$ cat config.mk
export PLATFORM = sky130hd
export DESIGN_NAME = morph_sched
export DESIGN_NICKNAME = d
export VERILOG_FILES = /design/src/rtl/morph_pkg.sv /design/src/rtl/morph_auto_seq.sv /design/src/rtl/morph_sched.sv
export SDC_FILE = /design/constraint.sdc
export NUM_CORES = 1
export LEC_CHECK = 0
export BUFFER_PORTS_ARGS = -buffer_cell sky130_fd_sc_hd__buf_4
export CORE_UTILIZATION = 50
export CTS_BUF_LIST = sky130_fd_sc_hd__clkbuf_8
export DETAILED_ROUTE_END_ITERATION = 7
export PLACE_DENSITY = 0.77
export SYNTH_ARGS = -nofsm -noshare
export SYNTH_HDL_FRONTEND = slang
export SYNTH_HIERARCHICAL = 1
export SYNTH_SLANG_ARGS = --single-unit
$ cat constraint.sdc
create_clock -name clock -period 1.5 [get_ports clock]
set_input_delay 0.15 -clock clock [delete_from_list [all_inputs] [get_ports clock]]
set_output_delay 0.15 -clock clock [all_outputs]
set_load 0.05 [all_outputs]
$ cat src/rtl/morph_pkg.sv
// Shared types for the morphology scheduler: FSM states, op vector, op encodings.
package morph_pkg;

  typedef enum logic [1:0] {
    IDLE  = 2'd0,
    FLUSH = 2'd1,
    RUN   = 2'd2
  } state_t;

  typedef logic [3:0] op_vec_t;

  localparam logic OP_EROSION  = 1'b0;
  localparam logic OP_DILATION = 1'b1;

endpackage

$ cat src/rtl/morph_auto_seq.sv
// Demo sequencer: walks all 16 op combinations, holding each for HOLD_FRAMES frames.
module morph_auto_seq
  import morph_pkg::*;
#(
  parameter int HOLD_FRAMES = 60
) (
  input  logic    clock,
  input  logic    reset,
  input  logic    frame_edge,
  input  logic    auto_mode,
  output op_vec_t seq_op
);

  localparam logic [7:0] DWELL_LAST = 8'(HOLD_FRAMES - 1);

  op_vec_t    seq;
  logic [7:0] dwell;
  logic       auto_prev;
  logic       restart;
  op_vec_t    eff_seq;
  logic [7:0] eff_dwell;

  // auto_prev only updates at frame edges, so a rising auto_mode is seen per frame
  assign restart   = auto_mode & ~auto_prev;
  assign eff_seq   = restart ? 4'b0000 : seq;
  assign eff_dwell = restart ? 8'd0 : dwell;
  assign seq_op    = eff_seq;

  always_ff @(posedge clock or posedge reset) begin
    if (reset) begin
      seq       <= 4'b0000;
      dwell     <= 8'd0;
      auto_prev <= 1'b0;
    end else if (frame_edge) begin
      auto_prev <= auto_mode;
      if (auto_mode) begin
        if (eff_dwell == DWELL_LAST) begin
          seq   <= eff_seq + 4'd1;
          dwell <= 8'd0;
        end else begin
          seq   <= eff_seq;
          dwell <= eff_dwell + 8'd1;
        end
      end
    end
  end

endmodule

$ cat src/rtl/morph_sched.sv
// Frame-synchronous scheduler for the img_proc erosion/dilation chain.
// Define MORPH_SCHED_AUTO_EN to build in the auto-sequencing demo mode.
module morph_sched
  import morph_pkg::*;
#(
  parameter int FLUSH_CYCLES = 4,
  parameter int HOLD_FRAMES  = 60
) (
  input  logic       clock,
  input  logic       reset,
  input  logic       vert_sync,
  input  logic       video_on,
  input  logic       mask,
  input  logic [3:0] sw_ops,
  input  logic       auto_mode,
  output op_vec_t    stage_op,
  output logic       pipe_flush,
  output logic       mem_en,
  output logic       busy,
  output logic [7:0] frame_count
);

  localparam logic [7:0] FLUSH_LOAD = 8'(FLUSH_CYCLES);

  state_t     state;
  state_t     next_state;
  logic       vs_d;
  logic       frame_edge;
  logic [7:0] flush_cnt;
  op_vec_t    next_op;

  assign frame_edge = vs_d & ~vert_sync;

`ifdef MORPH_SCHED_AUTO_EN
  op_vec_t seq_op;

  morph_auto_seq #(
    .HOLD_FRAMES(HOLD_FRAMES)
  ) u_auto_seq (
    .clock      (clock),
    .reset      (reset),
    .frame_edge (frame_edge),
    .auto_mode  (auto_mode),
    .seq_op     (seq_op)
  );

  assign next_op = auto_mode ? seq_op : sw_ops;
`else
  localparam int unused_hold_frames = HOLD_FRAMES;
  logic unused_auto_mode;
  assign unused_auto_mode = auto_mode;
  assign next_op          = sw_ops;
`endif

  always_ff @(posedge clock or posedge reset) begin
    if (reset) state <= IDLE;
    else       state <= next_state;
  end

  // a frame edge always (re)starts the flush, even mid-flush
  always_comb begin
    next_state = state;
    case (state)
      IDLE:    if (frame_edge) next_state = FLUSH;
      FLUSH:   if (frame_edge) next_state = FLUSH;
               else if (flush_cnt == 8'd1) next_state = RUN;
      RUN:     if (frame_edge) next_state = FLUSH;
      default: next_state = IDLE;
    endcase
  end

  always_comb begin
    busy   = (state == FLUSH);
    mem_en = (state == RUN) & video_on & mask;
  end

  always_ff @(posedge clock or posedge reset) begin
    if (reset) begin
      vs_d        <= 1'b1;
      flush_cnt   <= 8'd0;
      stage_op    <= {4{OP_EROSION}};
      frame_count <= 8'd0;
      pipe_flush  <= 1'b0;
    end else begin
      vs_d       <= vert_sync;
      pipe_flush <= (next_state == FLUSH);
      if (frame_edge) begin
        flush_cnt   <= FLUSH_LOAD;
        stage_op    <= next_op;
        frame_count <= frame_count + 8'd1;
      end else if (state == FLUSH && flush_cnt != 8'd0) begin
        flush_cnt <= flush_cnt - 8'd1;
      end
    end
  end

endmodule

### After elaboration in Yosys (flattened, before gate mapping)

Cells that the tools add are included.

| operators by class | value |
|---|---|
| magnitude comparators | 0 |
| equality and inequality tests | 4 |
| shift operators | 0 |
| reduce and logical (&&, ||, !) cells | 5 |
| multipliers | 0 |
| bitwise operators | 4 |
| div/mod/pow operators | 0 |
| add/sub/neg operators | 2 |
| muxes and demuxes | 6 |

Operator list:

| kind | number |
|---|---|
| 8-bit 2-to-1 mux | 2 |
| 8-bit by 1-bit adder with 8-bit output (second input constant) | 1 |
| 8-bit by 1-bit == test with 1-bit output (second input constant) | 1 |
| 8-bit nonzero test | 1 |
| 8-bit by 1-bit subtractor with 8-bit output (second input constant) | 1 |
| 2-bit 2-to-1 mux | 3 |
| 2-bit by 1-bit == test with 1-bit output (second input constant) | 2 |
| 2-bit case mux with 2 select lines | 1 |
| 1-bit bitwise AND | 3 |
| 2-bit == test (second input constant) | 1 |
| 2-bit logical NOT | 1 |
| 2-bit nonzero test | 1 |
| 2-bit OR reduction | 1 |
| 1-bit logical AND | 1 |
| 1-bit NOT | 1 |

| storage, ports and cells | value |
|---|---|
| latch bits | 0 |
| register bits after elaboration | 24 |
| memories kept | 0 |
| output and inout port bits | 15 |
| bits in read-only memories | 0 |
| bits of input ports | 10 |
| word-level logic and storage cells | 27 |
| memory bits (writable) | 0 |

### Longest topological paths before layout

| logic depth | value |
|---|---|
| word-level depth | 5 |
| depth in mapped cells | 5 |
| gate-level depth less buffers | 5 |

### Least setup slack after synthesis

Ideal clock, no wire load.

| timing path | value |
|---|---|
| kind | reg2reg |
| start point | reg state[1] |
| end point | reg flush_cnt[3] |
| data required time | 1408 ps |
| stages on the path, launching flop included | 4 |
| period minus slack after synthesis | 1543 ps |
| setup slack | -43 ps |
| path buffers | 0 |
| library setup time | 92 ps |
| data arrival time | 1452 ps |
| cell sequence | dfrtp_1 -> or4b_4 -> a311o_1 -> o31ai_2 |

| between the ends | value |
|---|---|
| longest elaborated chain between the ends | 3 |

RTL lines:

| what | line | text |
|---|---|---|
| start, declared | morph_sched.sv:25 | `state_t state;` |
| start signal, assigned | morph_sched.sv:57 | `else state <= next_state;` |
| 2-bit by 1-bit == test with 1-bit output | morph_sched.sv:91 | `end else if (state == FLUSH && flush_cnt != 8'd0) begin` |
| 1-bit logical AND | morph_sched.sv:91 |  |
| 2-bit nonzero test (no source line) | -- |  |
| end signal, assigned | morph_sched.sv:92 | `flush_cnt <= flush_cnt - 8'd1;` |
| end, declared | morph_sched.sv:29 | `logic [7:0] flush_cnt;` |

No other way between the ends.
A chain may end at the register's enable or synchronous reset.

### Worst setup path after layout

| timing path | value |
|---|---|
| start point | reg flush_cnt[0] |
| end point | reg flush_cnt[3] |

| between the ends | value |
|---|---|
| longest elaborated chain between the ends | 3 |
| elaborated cells on any way between the ends | 6 |
| classes of those cells | add/sub: 1; mux: 2; reduce/logical: 3 |

RTL lines:

| what | line |
|---|---|
| 8-bit by 1-bit subtractor with 8-bit output / 8-bit nonzero test (equally long branches) | morph_sched.sv:92, morph_sched.sv:91 |
| 8-bit 2-to-1 mux / 1-bit logical AND (equally long branches) | morph_sched.sv:91 |
| 8-bit 2-to-1 mux / 2-bit nonzero test (equally long branches) | -- |

Several ways; a longest one is shown, not always the timed one. The select of a mux whose other input is x is not followed.

==> metrics.md <==
| Metric | Value |
|---|---|
| Status | `finished, violations left` |
| Failing checks | `negative setup slack` |
| Final hold viol count | `0` |
| Yosys warns | `6` |
| Main synth FF type | `dfrtp_1` |
| Hold Path Class | `primary input to register` |
| Total net switching power | `1.389 mW` |
| # IOs | `25` |
| Seq pwr share | `0.315` |
| Worst-path maximum fanout | `5` |
| Row Count | `16` |
| FFs w/ async S/R, synth | `1.000` |
| Clock network power share | `0.172` |
| Internal Pwr Total | `1.906 mW` |
| VDD IR max | `0.001272 V` |
| Antenna Violating Nets Remaining | `0` |
| Critical Path AT | `1.70 ns` |
| Final std cells w/o fill | `176` |
| GRT Util Overall | `0.2162` |
| CTS tree | `yes` |
| Reg clk slew, reported paths | `around 0.09 ns` |
| Final Slew Violations | `0` |
| Period utilisation layout | `1.016` |
| Register area share after synthesis | `0.5333` |
| PortBufs | `23` |
| Largest net degree at the start of global routing | `25` |
| EDFF count, synth | `0` |
| CTS Buf Count | `3` |
| Vias | `1019` |
| Placed cell area | `0.001411 mm^2` |
| Fraction of layout cells with a size suffix above 1 | `0.3826` |
| Max transition margin | `0.7542` |
| Hold_ws | `0.06287 ns` |
| Core area | `0.002042 mm^2` |
| Crit path setup slack, layout | `-0.02417 ns` |
| RSZ-0062 raised after global routing | `true` |
| Vias in the first global route | `934` |
| Clock Path Buffers | `2` |
| Worst slew pin tran | `0.3688 ns` |
| Clk Tree Root Cell | `clkbuf_8` |
| Combinational Power Share | `0.513` |
| Area growth, synth to finish | `41.46%` |
| Crit end category | `register` |
| Area occupied by multi-input gates | `560.5 um^2` |
| Skew-Pair Late Insertion Delay | `0.27 ns` |
| Full die area | `0.002451 mm^2` |
| Setup_tns | `-0.04719 ns` |
| Layout Skew | `~0.0090 ns` |
| CP required | `1.68 ns` |
| Type of origin of the critical path | `register` |
| Routed WL per cell | `15.03 um` |
| Power per Cell Area | `2064 mW/mm^2` |
| Fmax | `656.1 MHz` |
| Register area | `601.8 um^2` |
| First-pass GRT wire length | `slightly above 4 mm` |
| Flops & latches, synth | `24` |
| Initial antenna violation count | `0` |
| Cells after DPL | `166` |
| Via-to-Cell Ratio | `5.790` |
| Final setup viols | `2` |
| Syn Nets | `122` |
| Crit path time final | `~1.5 ns` |
| Die height | `49.51 um` |
| Post-Syn Area | `0.001129 mm^2` |
| Overall power | `3.295 mW` |
| Static Leakage | `approximately 0.76 nW` |
| DIE WIDTH | `about 50 um` |
| Cells after synthesis | `109` |
| Max cap viols | `0` |
| CP Class | `register to register` |
| Final WL | `2.645 mm` |
| Antenna diodes | `0` |
| Final nets | `163` |
| Clk sink count | `24` |
| # DRC | `0` |
| Synth cell types | `36` |
| Dpl ws | `-0.02489 ns` |
| Htree depth | `1` |
| TritonRoute pass-1 iters | `4` |
| Global route total overflow | `0` |
| Detailed Route Iter0 Violations | `10` |
| Initial core utilization | `0.5527` |
| GP Congestion | `0.7979` |
| Sw Share | `0.4214` |
| Fillers | `140` |
| Core Util, Final | `0.7819` |
| Post-route cell area | `0.001597 mm^2` |
| Synthesized area per cell | `10.35 um^2` |
| Final HPWL DP | `roughly 1.6 mm` |
path summary, 6_finish.rpt:
check / startpoint / endpoint / depth (start not counted) / slack, ns
hold / removal: sw_ops[2] / stage_op[2] / 3 / 0.06
hold reg to reg: frame_count[7] / frame_count[7] / 1 / 0.49
min in group asynchronous: reset / stage_op[0] / 4 / 0.47
setup reg to reg: flush_cnt[0] / flush_cnt[3] / 3 / -0.02
setup / recovery: flush_cnt[0] / flush_cnt[3] / 3 / -0.02
max in group asynchronous: reset / vs_d / 4 / 0.73
cells by family after synthesis:
| logic type | after synthesis | share of synthesized area |
|---|---|---|
| and+or+nand+nor | 47 | 0.2084 |
| DFF | 24 | 0.5333 |
| AOI/OAI and AO/OA | 18 | 0.1242 |
| buffers and inverters | 8 | 0.02661 |
| xor gates and xnor gates | 6 | 0.04656 |
| muxes | 3 | 0.02772 |
| adders and majority gates | 3 | 0.03326 |
cells in the mapped netlist (all sizes together), types with 2 or more instances:
master,count,share of area
a21oi,3,0.013
a2bb2oi,2,0.016
clkbuf,3,0.010
dfrtp,23,0.51
ha,3,0.033
inv,5,0.017
mux2i,2,0.018
nand2,23,0.076
nand3b,2,0.013
nand4,4,0.022
nor2,3,0.010
nor3,4,0.018
o21ai,2,0.0089
o31ai,2,0.018
or3,4,0.022
xnor2,4,0.031
xor2,2,0.016
power by group through the flow:
stage / Clock (mW) / Sequential (mW) / Combinational [mW]
6_report: 0.568 / 1.04 / 1.69
5_1_grt: 0.594 / 1.06 / 1.77
3_3_place_gp: 0 / 1.01 / 1.40
4_1_cts: 0.572 / 1.02 / 1.53
3_5_place_dp: 0 / 1.03 / 1.44
2_1_floorplan: 0 / 1.33 / 0.646
layout by cell type (no fill, tap or decap), types with 2 or more instances in the layout:
cell           netlist  layout
buf_4                0      36
nand2_1             23      23
dfrtp_1             23      23
nand4_1              4       4
xnor2_1              4       4
inv_1                5       4
nor2_1               3       3
clkbuf_8             0       3
or3_1                4       2
or3_4                0       2
mux2i_1              2       2
nor3_1               4       2
xor2_1               2       2
o21ai_0              2       2
nor3_2               0       2
a2bb2oi_1            2       2
a21oi_1              3       2
nand3b_1             2       2
ha_1                 3       2
dlygate4sd3_1        0       2
sequential cells by signal, summed over array words and instances (netlist names):
signal       cells
flush_cnt        8
frame_count      8
stage_op         4
state            2
pipe_flush       1
vs_d             1
worst max-delay path, stage by stage, from the launching register on:
cell and delay, ns:
dfrtp_1 0.43, or4b_4 0.54, a311o_1 0.30, o31ai_2 0.17
layout make-up:
| type | instances | share of cell area |
|---|---|---|
| clock buffer | 3 | 0.02586 |
| clock inverter | 1 | 0.01881 |
| inverter | 5 | 0.01176 |
| multi-input combinational | 77 | 0.3511 |
| sequential | 24 | 0.3770 |
| tap | 27 | 0.02116 |
| timing repair buffer | 39 | 0.1944 |
routing by layer:
layer  GRT usage  up-vias  part of all wire
li1            -      466                 -
met1      0.2822      492              0.43
met4     0.07619        0             0.025
met5           0        -                 0
met2      0.3630       49              0.49
met3     0.03704       12             0.057
repair_timing:
| item | 4_1_cts | 5_1_grt |
|---|---|---|
| buffers inserted | 1 | 3 |
| pin swaps | 1 | 3 |
| gates resized for setup | 4 | 9 |
| endpoints found under the setup margin | 6 | 7 |
| gates cloned | 0 | 0 |
| hold buffers | 1 | 1 |
| hold endpoints to repair | 23 | 1 |
Note: power is estimated with default switching activity, not from simulation.
